==> src/rtl/fifo_param_if.sv <==
// Producer/consumer bundle for fifo_param: requests, write data, thresholds and status.
// master drives requests and thresholds; slave is the FIFO side.
interface fifo_param_if #(
    parameter int DATA_WIDTH = 6,
    parameter int ADDR_WIDTH = 2
);
    logic                  push;
    logic                  pop;
    logic [DATA_WIDTH-1:0] Fifo_Data_in;
    logic [ADDR_WIDTH:0]   Umbral_Almost_Empty;
    logic [ADDR_WIDTH:0]   Umbral_Almost_Full;
    logic                  Error_Clear;
    logic [DATA_WIDTH-1:0] Fifo_Data_out;
    logic                  Fifo_Valid;
    logic [ADDR_WIDTH:0]   Fifo_Count;
    logic                  Fifo_Empty;
    logic                  Fifo_Full;
    logic                  Almost_Empty;
    logic                  Almost_Full;
    logic                  Pausa;
    logic                  Error_Overflow;
    logic                  Error_Underflow;
    logic                  Error_Fifo;

    modport master (
        output push, pop, Fifo_Data_in, Umbral_Almost_Empty, Umbral_Almost_Full, Error_Clear,
        input  Fifo_Data_out, Fifo_Valid, Fifo_Count, Fifo_Empty, Fifo_Full,
               Almost_Empty, Almost_Full, Pausa, Error_Overflow, Error_Underflow, Error_Fifo
    );

    modport slave (
        input  push, pop, Fifo_Data_in, Umbral_Almost_Empty, Umbral_Almost_Full, Error_Clear,
        output Fifo_Data_out, Fifo_Valid, Fifo_Count, Fifo_Empty, Fifo_Full,
               Almost_Empty, Almost_Full, Pausa, Error_Overflow, Error_Underflow, Error_Fifo
    );
endinterface

==> src/rtl/fifo_param.sv <==
// Parametrised single-clock FIFO with occupancy count, registered read port,
// hysteretic back-pressure (Pausa) and sticky overflow/underflow flags.
module fifo_param #(
    parameter int DATA_WIDTH = 6,
    parameter int ADDR_WIDTH = 2
) (
    input logic         clk,
    input logic         reset,
    fifo_param_if.slave bus
);
    localparam int CW = ADDR_WIDTH + 1;
    localparam int DEPTH = 2 ** ADDR_WIDTH;
    localparam logic [CW-1:0] DEPTH_C = CW'(DEPTH);

    typedef enum logic {RUN = 1'b0, PAUSE = 1'b1} pausa_state_t;

    logic [DATA_WIDTH-1:0] mem_r [DEPTH];
    logic [ADDR_WIDTH-1:0] wr_ptr_r;
    logic [ADDR_WIDTH-1:0] rd_ptr_r;
    logic [CW-1:0]         count_r;
    logic [CW-1:0]         count_next_s;
    logic [DATA_WIDTH-1:0] data_out_r;
    logic                  valid_r;
    logic                  ovf_r;
    logic                  unf_r;
    logic                  ovf_next_s;
    logic                  unf_next_s;
    pausa_state_t          state_r;
    pausa_state_t          state_next_s;
    logic                  empty_s;
    logic                  full_s;
    logic                  pop_ok_s;
    logic                  push_ok_s;

    assign empty_s   = (count_r == {CW{1'b0}});
    assign full_s    = (count_r == DEPTH_C);
    assign pop_ok_s  = bus.pop & ~empty_s;
    // A full FIFO can still take a push when a pop frees the slot in the same cycle.
    assign push_ok_s = bus.push & (~full_s | pop_ok_s);

    // Next occupancy from the accepted operations.
    always_comb begin
        count_next_s = count_r;
        case ({push_ok_s, pop_ok_s})
            2'b10:   count_next_s = count_r + CW'(1'b1);
            2'b01:   count_next_s = count_r - CW'(1'b1);
            default: count_next_s = count_r;
        endcase
    end

    // Pausa next state; release wins when both thresholds are met.
    always_comb begin
        state_next_s = state_r;
        case (state_r)
            RUN: begin
                if (count_next_s <= bus.Umbral_Almost_Empty) begin
                    state_next_s = RUN;
                end else if (count_next_s >= bus.Umbral_Almost_Full) begin
                    state_next_s = PAUSE;
                end else begin
                    state_next_s = RUN;
                end
            end
            PAUSE: begin
                if (count_next_s <= bus.Umbral_Almost_Empty) begin
                    state_next_s = RUN;
                end else begin
                    state_next_s = PAUSE;
                end
            end
            default: state_next_s = RUN;
        endcase
    end

    // Sticky error next values; a fresh error beats Error_Clear.
    always_comb begin
        ovf_next_s = ovf_r;
        unf_next_s = unf_r;
        if (bus.push & ~push_ok_s) begin
            ovf_next_s = 1'b1;
        end else if (bus.Error_Clear) begin
            ovf_next_s = 1'b0;
        end else begin
            ovf_next_s = ovf_r;
        end
        if (bus.pop & ~pop_ok_s) begin
            unf_next_s = 1'b1;
        end else if (bus.Error_Clear) begin
            unf_next_s = 1'b0;
        end else begin
            unf_next_s = unf_r;
        end
    end

    // Storage array; deliberately not cleared by reset.
    always_ff @(posedge clk) begin
        if (push_ok_s & ~reset) begin
            mem_r[wr_ptr_r] <= bus.Fifo_Data_in;
        end
    end

    // Pointers, count, read port, Pausa state and error bits.
    always_ff @(posedge clk) begin
        if (reset) begin
            wr_ptr_r   <= {ADDR_WIDTH{1'b0}};
            rd_ptr_r   <= {ADDR_WIDTH{1'b0}};
            count_r    <= {CW{1'b0}};
            data_out_r <= {DATA_WIDTH{1'b0}};
            valid_r    <= 1'b0;
            state_r    <= RUN;
            ovf_r      <= 1'b0;
            unf_r      <= 1'b0;
        end else begin
            if (push_ok_s) begin
                wr_ptr_r <= wr_ptr_r + ADDR_WIDTH'(1'b1);
            end
            if (pop_ok_s) begin
                rd_ptr_r   <= rd_ptr_r + ADDR_WIDTH'(1'b1);
                data_out_r <= mem_r[rd_ptr_r];
                valid_r    <= 1'b1;
            end else begin
                valid_r    <= 1'b0;
            end
            count_r <= count_next_s;
            state_r <= state_next_s;
            ovf_r   <= ovf_next_s;
            unf_r   <= unf_next_s;
        end
    end

    assign bus.Fifo_Data_out   = data_out_r;
    assign bus.Fifo_Valid      = valid_r;
    assign bus.Fifo_Count      = count_r;
    assign bus.Fifo_Empty      = empty_s;
    assign bus.Fifo_Full       = full_s;
    assign bus.Almost_Empty    = (count_r <= bus.Umbral_Almost_Empty);
    assign bus.Almost_Full     = (count_r >= bus.Umbral_Almost_Full);
    assign bus.Pausa           = (state_r == PAUSE);
    assign bus.Error_Overflow  = ovf_r;
    assign bus.Error_Underflow = unf_r;
    assign bus.Error_Fifo      = ovf_r | unf_r;
endmodule

==> src/flat_wrapper.sv <==
// flat-port wrapper written by rule: the top's interface ports become plain ports
module fifo_param_flat 
#(
    parameter int DATA_WIDTH = 6,
    parameter int ADDR_WIDTH = 2
)
  (clk, reset, bus_push, bus_pop, bus_Fifo_Data_in, bus_Umbral_Almost_Empty, bus_Umbral_Almost_Full, bus_Error_Clear, bus_Fifo_Data_out, bus_Fifo_Valid, bus_Fifo_Count, bus_Fifo_Empty, bus_Fifo_Full, bus_Almost_Empty, bus_Almost_Full, bus_Pausa, bus_Error_Overflow, bus_Error_Underflow, bus_Error_Fifo);
  fifo_param_if #(.DATA_WIDTH(DATA_WIDTH), .ADDR_WIDTH(ADDR_WIDTH)) bus_i ();
  input logic clk;
  input logic reset;
  input wire logic [$bits(bus_i.push)-1:0] bus_push;
  input wire logic [$bits(bus_i.pop)-1:0] bus_pop;
  input wire logic [$bits(bus_i.Fifo_Data_in)-1:0] bus_Fifo_Data_in;
  input wire logic [$bits(bus_i.Umbral_Almost_Empty)-1:0] bus_Umbral_Almost_Empty;
  input wire logic [$bits(bus_i.Umbral_Almost_Full)-1:0] bus_Umbral_Almost_Full;
  input wire logic [$bits(bus_i.Error_Clear)-1:0] bus_Error_Clear;
  output wire logic [$bits(bus_i.Fifo_Data_out)-1:0] bus_Fifo_Data_out;
  output wire logic [$bits(bus_i.Fifo_Valid)-1:0] bus_Fifo_Valid;
  output wire logic [$bits(bus_i.Fifo_Count)-1:0] bus_Fifo_Count;
  output wire logic [$bits(bus_i.Fifo_Empty)-1:0] bus_Fifo_Empty;
  output wire logic [$bits(bus_i.Fifo_Full)-1:0] bus_Fifo_Full;
  output wire logic [$bits(bus_i.Almost_Empty)-1:0] bus_Almost_Empty;
  output wire logic [$bits(bus_i.Almost_Full)-1:0] bus_Almost_Full;
  output wire logic [$bits(bus_i.Pausa)-1:0] bus_Pausa;
  output wire logic [$bits(bus_i.Error_Overflow)-1:0] bus_Error_Overflow;
  output wire logic [$bits(bus_i.Error_Underflow)-1:0] bus_Error_Underflow;
  output wire logic [$bits(bus_i.Error_Fifo)-1:0] bus_Error_Fifo;
  assign bus_i.push = bus_push;
  assign bus_i.pop = bus_pop;
  assign bus_i.Fifo_Data_in = bus_Fifo_Data_in;
  assign bus_i.Umbral_Almost_Empty = bus_Umbral_Almost_Empty;
  assign bus_i.Umbral_Almost_Full = bus_Umbral_Almost_Full;
  assign bus_i.Error_Clear = bus_Error_Clear;
  assign bus_Fifo_Data_out = bus_i.Fifo_Data_out;
  assign bus_Fifo_Valid = bus_i.Fifo_Valid;
  assign bus_Fifo_Count = bus_i.Fifo_Count;
  assign bus_Fifo_Empty = bus_i.Fifo_Empty;
  assign bus_Fifo_Full = bus_i.Fifo_Full;
  assign bus_Almost_Empty = bus_i.Almost_Empty;
  assign bus_Almost_Full = bus_i.Almost_Full;
  assign bus_Pausa = bus_i.Pausa;
  assign bus_Error_Overflow = bus_i.Error_Overflow;
  assign bus_Error_Underflow = bus_i.Error_Underflow;
  assign bus_Error_Fifo = bus_i.Error_Fifo;
  fifo_param #(.DATA_WIDTH(DATA_WIDTH), .ADDR_WIDTH(ADDR_WIDTH)) u_core (.clk(clk), .reset(reset), .bus(bus_i));
endmodule
==> config.mk <==
export PLATFORM = sky130hd
export DESIGN_NAME = fifo_param_flat
export DESIGN_NICKNAME = d
export VERILOG_FILES = /design/src/rtl/fifo_param_if.sv /design/src/rtl/fifo_param.sv /design/src/flat_wrapper.sv
export SDC_FILE = /design/constraint.sdc
export NUM_CORES = 1
export LEC_CHECK = 0
export CAP_MARGIN = 20
export CORE_MARGIN = 5
export CORE_UTILIZATION = 40
export DETAILED_ROUTE_END_ITERATION = 6
export PLACE_DENSITY = 0.74
export SYNTH_ARGS = -nofsm -noshare
export SYNTH_HDL_FRONTEND = slang
export SYNTH_SLANG_ARGS = --single-unit
==> constraint.sdc <==
create_clock -name clk -period 4.4 [get_ports clk]
set_input_delay 0.66 -clock clk [delete_from_list [all_inputs] [get_ports clk]]
set_output_delay 0.66 -clock clk [all_outputs]
set_load 0.01 [all_outputs]
==> results.md <==
- The vias after detailed routing is 1299.
- The height of the chip is 81.60 um.
- In this run the cell area of the synthesized design comes to 2051 sq um.
- In this run the horizontal extent of the chip is 81.60 um.
- The analysis attributes to cell leakage a power of about 0.92 nW.
- The fraction of the cycle the final worst path needs is 77.41%.
- The max-slew headroom at the worst pin is 55.01%.
- The largest incremental delay on the critical path is 0.73 ns.
- The signed area change from the synthesized netlist to the final layout is 22.21%.
- Buffers placed on the I/O ports in this run total 34.
- The wire length reported by the detailed router is 3694 um.
- The startpoint of the worst-slack reg-to-reg timing path is u_core.bus.Fifo_Count[2].
- The most used cell along the critical path is sky130_fd_sc_hd__nand2b_1.
- In the layout the commonest cells are sky130_fd_sc_hd__clkdlybuf4s50_1, sky130_fd_sc_hd__edfxtp_1, sky130_fd_sc_hd__dfxtp_1.
- The measured slew at the worst slew-check pin is 0.6727 ns.
- 35 I/O pins were placed.
- STA puts the critical path data required time at between 4 and 5 ns.
- The H-tree was split into 2 levels.
- Summed over all nets, the half-perimeter wirelength after detailed placement is 2686 um.
- The depth of the worst hold-timing path is 2.
- During synthesis, Yosys emitted a total of 0 warnings.
- The worst setup path category is in -> reg.
- The number of clock sinks is slightly above 40.
- The post-layout instance count excluding filler cells is 269.
- The pre-antenna-repair detailed-routing pass consisted of 5 iterations.
- The fraction of final layout cells with drive strength greater than 1 is a little under an eighth.
- The number of gates given a new drive strength after cts is 0.
- The endpoint identified for the worst register-to-register timing path is u_core.bus.Pausa.
- The peak supply drop is 0.0002587 V.
- The clock transition time at the flip-flop clock pins of the worst setup and hold paths is 0.08 ns.
- The worst hold path endpoint is u_core.bus.Fifo_Data_out[0].
- In the final timing run, aggregate negative setup slack is 0 ns.
- The tree is rooted in a sky130_fd_sc_hd__clkbuf_8.
- The signal on the critical path passes through clkdlybuf4s50_1, nand2b_1, nor2_1, fa_1, nand2b_1, o22ai_1, o2bb2a_1, ha_1, nor2b_1, o21a_1, o21ai_0, a21oi_1.
- The hold path startpoint is u_core.bus.Fifo_Data_out[0].
- The slowest stage of the critical path belongs to the cell sky130_fd_sc_hd__clkdlybuf4s50_1.
- The first global-routing pass estimated 6127 um of wire.
- Leaving out fill and tap cells, the most frequent cell in the layout is sky130_fd_sc_hd__clkdlybuf4s50_1.
- STA classifies the critical path startpoint as a primary input.
- Along the worst path, the maximum fanout reaches 12.
- Entering global routing, the biggest net connects 19 pins.
- The arrival time at the worst endpoint is roughly 3.6 ns.
- The worst min-delay path category is reg -> reg.
- In the final routed layout, each cell accounts on average for 13.73 um.
- Hold repair after CTS inserted 0 buffers.
- The number of fill cells is 463.
- Clock skew on the completed layout was measured at 0.007923 ns.
- TritonCTS created 5 clock buffers.
- The core area is 5042 sq um.
- Max-cap violations in this run came to 0.
- The cell area power density is 378.7 nW/um^2.
- The count of cells along the worst register-to-register path is 12.
- The detailed router finished its first iteration with 32 violations.
- In this run the remaining antenna-violating nets after routing total 0.
- The total global routing overflow is 0.
- The initial cell density of the core is 40.67%.
- The number of instances in the synthesized netlist is 168.
- The library cell with the largest summed area after synthesis is sky130_fd_sc_hd__edfxtp_1.
- The number of diodes is 0.
- The number of antenna violations at the first check in global routing is 0.
- Synthesis produced a netlist with a net count of just over 200.
- In this run, synthesis inferred 24 flip-flops with an integrated enable.
- The worst slack on hold paths is 0.4546 ns.
- The share of the yosys chip area belonging to registers is 51.74%.
- After the last flow step, the layout net total stands at approximately 230.
- The fmax is 0.2936 GHz.
- The worst setup path is captured at a register.
- Setup repair after global routing left no endpoint under its margin.
- After synthesis, the share of flip-flops with an asynchronous set or reset is 0%.
- A synthesized cell averages between 10 and 15 sq um.
- The via count of the first global-routing pass was between 1000 and 1500.
- After detailed routing, the number of vias per cell comes to 4.829.
- At the end of the flow the core is filled with cells to between 40 and 50%.
- With fillers left out, the area of the finished cells amounts to 2506 sq um.
- The number of flip-flops and latches in the synthesized netlist is 41.
- The TritonCTS clock tree is yes.
- The global-route usage over all layers is 12.39%.
- In this run the cell area measured after placement is 2412 sq um.
- The clock insertion delay at the later pin of the skew report is ~0.3 ns.
- At the end of routability-driven placement, the weighted congestion stood at roughly 0.77.
- The count of pins over their slew limit is 0.
- Setup slack on the worst reg-to-reg path comes out at 1.26 ns.
- The post-synthesis cell type count is 40.
- After synthesis, the largest area contributor takes up about a third of total cell area.
- The floorplan has 26 rows.
- Among all flip-flop cells after synthesis, the most frequent one is sky130_fd_sc_hd__edfxtp_1.
- Setup violations remaining at the end of the flow were counted as 0.
- The remaining design rule violation count is 0.
- In this run the deepest clock path goes through 2 buffers.
- The final critical delay including setup and external delays is 3.406 ns.
- The buffer count from post-CTS setup fixing is 0.
- In the post-synthesis netlist, the biggest area contributors are sky130_fd_sc_hd__edfxtp_1, sky130_fd_sc_hd__dfxtp_1, sky130_fd_sc_hd__ha_1.
- The die covers between 6000 and 7000 sq um.
- The run finished with clean final reports.
- The total count of hold-check failures in the final report came to 0.
- Including well taps, the total number of placed cells is around 260.
power breakdown:
group	switching, mW	leakage (nW)	total (mW)	internal [mW]
Combinational	0.102	0.519	0.233	0.131
Sequential	0.0346	0.357	0.466	0.431
Clock	0.136	0.0447	0.250	0.114
cell families after synthesis:
logic type               synth area share, %
AND/OR/NAND/NOR                        11.96
flip-flops                             51.74
AO/OA/AOI/OAI                          10.13
buffers and inverters                  5.064
adder cells (fa/ha/maj)                10.74
multiplexers                           8.664
XOR/XNOR                               1.709
flip-flops by register name, summed over array words and instances, names as in the netlist:
name and count:
u_core.bus.Fifo_Count 3, u_core.bus.Fifo_Data_out 6, u_core.wr_ptr_r 2, u_core.bus.Fifo_Valid 1, u_core.bus.Error_Underflow 1, u_core.rd_ptr_r 2, u_core.bus.Pausa 1, u_core.mem_r 24
u_core.bus.Error_Overflow 1
area by class of cell:
class	instances	area, sq um	share of cell area (%)
clock buffers	5	68.82	2.746
inverters	10	37.54	1.498
flip-flops and latches	41	1061	42.34
multi-input cells	106	885.9	35.35
repair buffers	34	340.3	13.58
well taps	70	87.58	3.495
clock inverters	3	25.02	0.9985
critical path, delay by kind of cell:
| kind | cells | cell delay [ns] |
|---|---|---|
| and+or+nand+nor | 4 | 0.66 |
| buffers and inverters | 1 | 0.73 |
| adders and majority gates | 2 | 0.76 |
| AOI/OAI and AO/OA | 5 | 0.77 |
per-layer routing:
metal  vias to the layer above  part of all wire (%)  track usage (%)
met5                         -                     0                0
li1                        653                     -                -
met2                        24                    49            21.34
met3                         4                   4.6            3.070
met1                       618                    45            14.81
met4                         0                   1.1            4.983
stage by stage:
stage | setup WS [ns] | total power [mW]
2_1_floorplan | 1.494 | 0.6259
3_3_place_gp | 0.7779 | 0.7056
3_5_place_dp | 0.6956 | 0.7106
4_1_cts | 0.9940 | 0.9637
5_1_grt | 0.7599 | 1.013
6_report | 0.9938 | 0.9491
cell usage after synthesis, types with 2 or more instances:
| cell | instances |
|---|---|
| sky130_fd_sc_hd__a21o_1 | 2 |
| sky130_fd_sc_hd__a21oi_1 | 10 |
| sky130_fd_sc_hd__and2_1 | 4 |
| sky130_fd_sc_hd__buf_2 | 5 |
| sky130_fd_sc_hd__buf_6 | 2 |
| sky130_fd_sc_hd__clkbuf_1 | 2 |
| sky130_fd_sc_hd__dfxtp_1 | 17 |
| sky130_fd_sc_hd__edfxtp_1 | 24 |
| sky130_fd_sc_hd__ha_1 | 16 |
| sky130_fd_sc_hd__inv_1 | 9 |
| sky130_fd_sc_hd__mux2_2 | 2 |
| sky130_fd_sc_hd__mux2i_1 | 2 |
| sky130_fd_sc_hd__mux4_2 | 6 |
| sky130_fd_sc_hd__nand2_1 | 15 |
| sky130_fd_sc_hd__nand2b_1 | 4 |
| sky130_fd_sc_hd__nand3b_1 | 2 |
| sky130_fd_sc_hd__nor2_1 | 12 |
| sky130_fd_sc_hd__nor2b_1 | 5 |
| sky130_fd_sc_hd__o21a_1 | 2 |
| sky130_fd_sc_hd__o21ai_0 | 5 |
| sky130_fd_sc_hd__xnor2_1 | 2 |
| sky130_fd_sc_hd__xor2_1 | 2 |
worst max-delay path by stage:
stage | from | end | slack [ns]
2_1_floorplan | u_core.bus.Fifo_Count[0] | u_core.bus.Pausa | 1.49
3_3_place_gp | bus_pop | u_core.bus.Pausa | 0.78
3_5_place_dp | bus_pop | u_core.bus.Pausa | 0.70
4_1_cts | bus_pop | u_core.bus.Pausa | 0.99
5_1_grt | bus_pop | u_core.bus.Pausa | 0.76
6_report | bus_pop | u_core.bus.Pausa | 0.99
(Power assumes the default switching activity.)
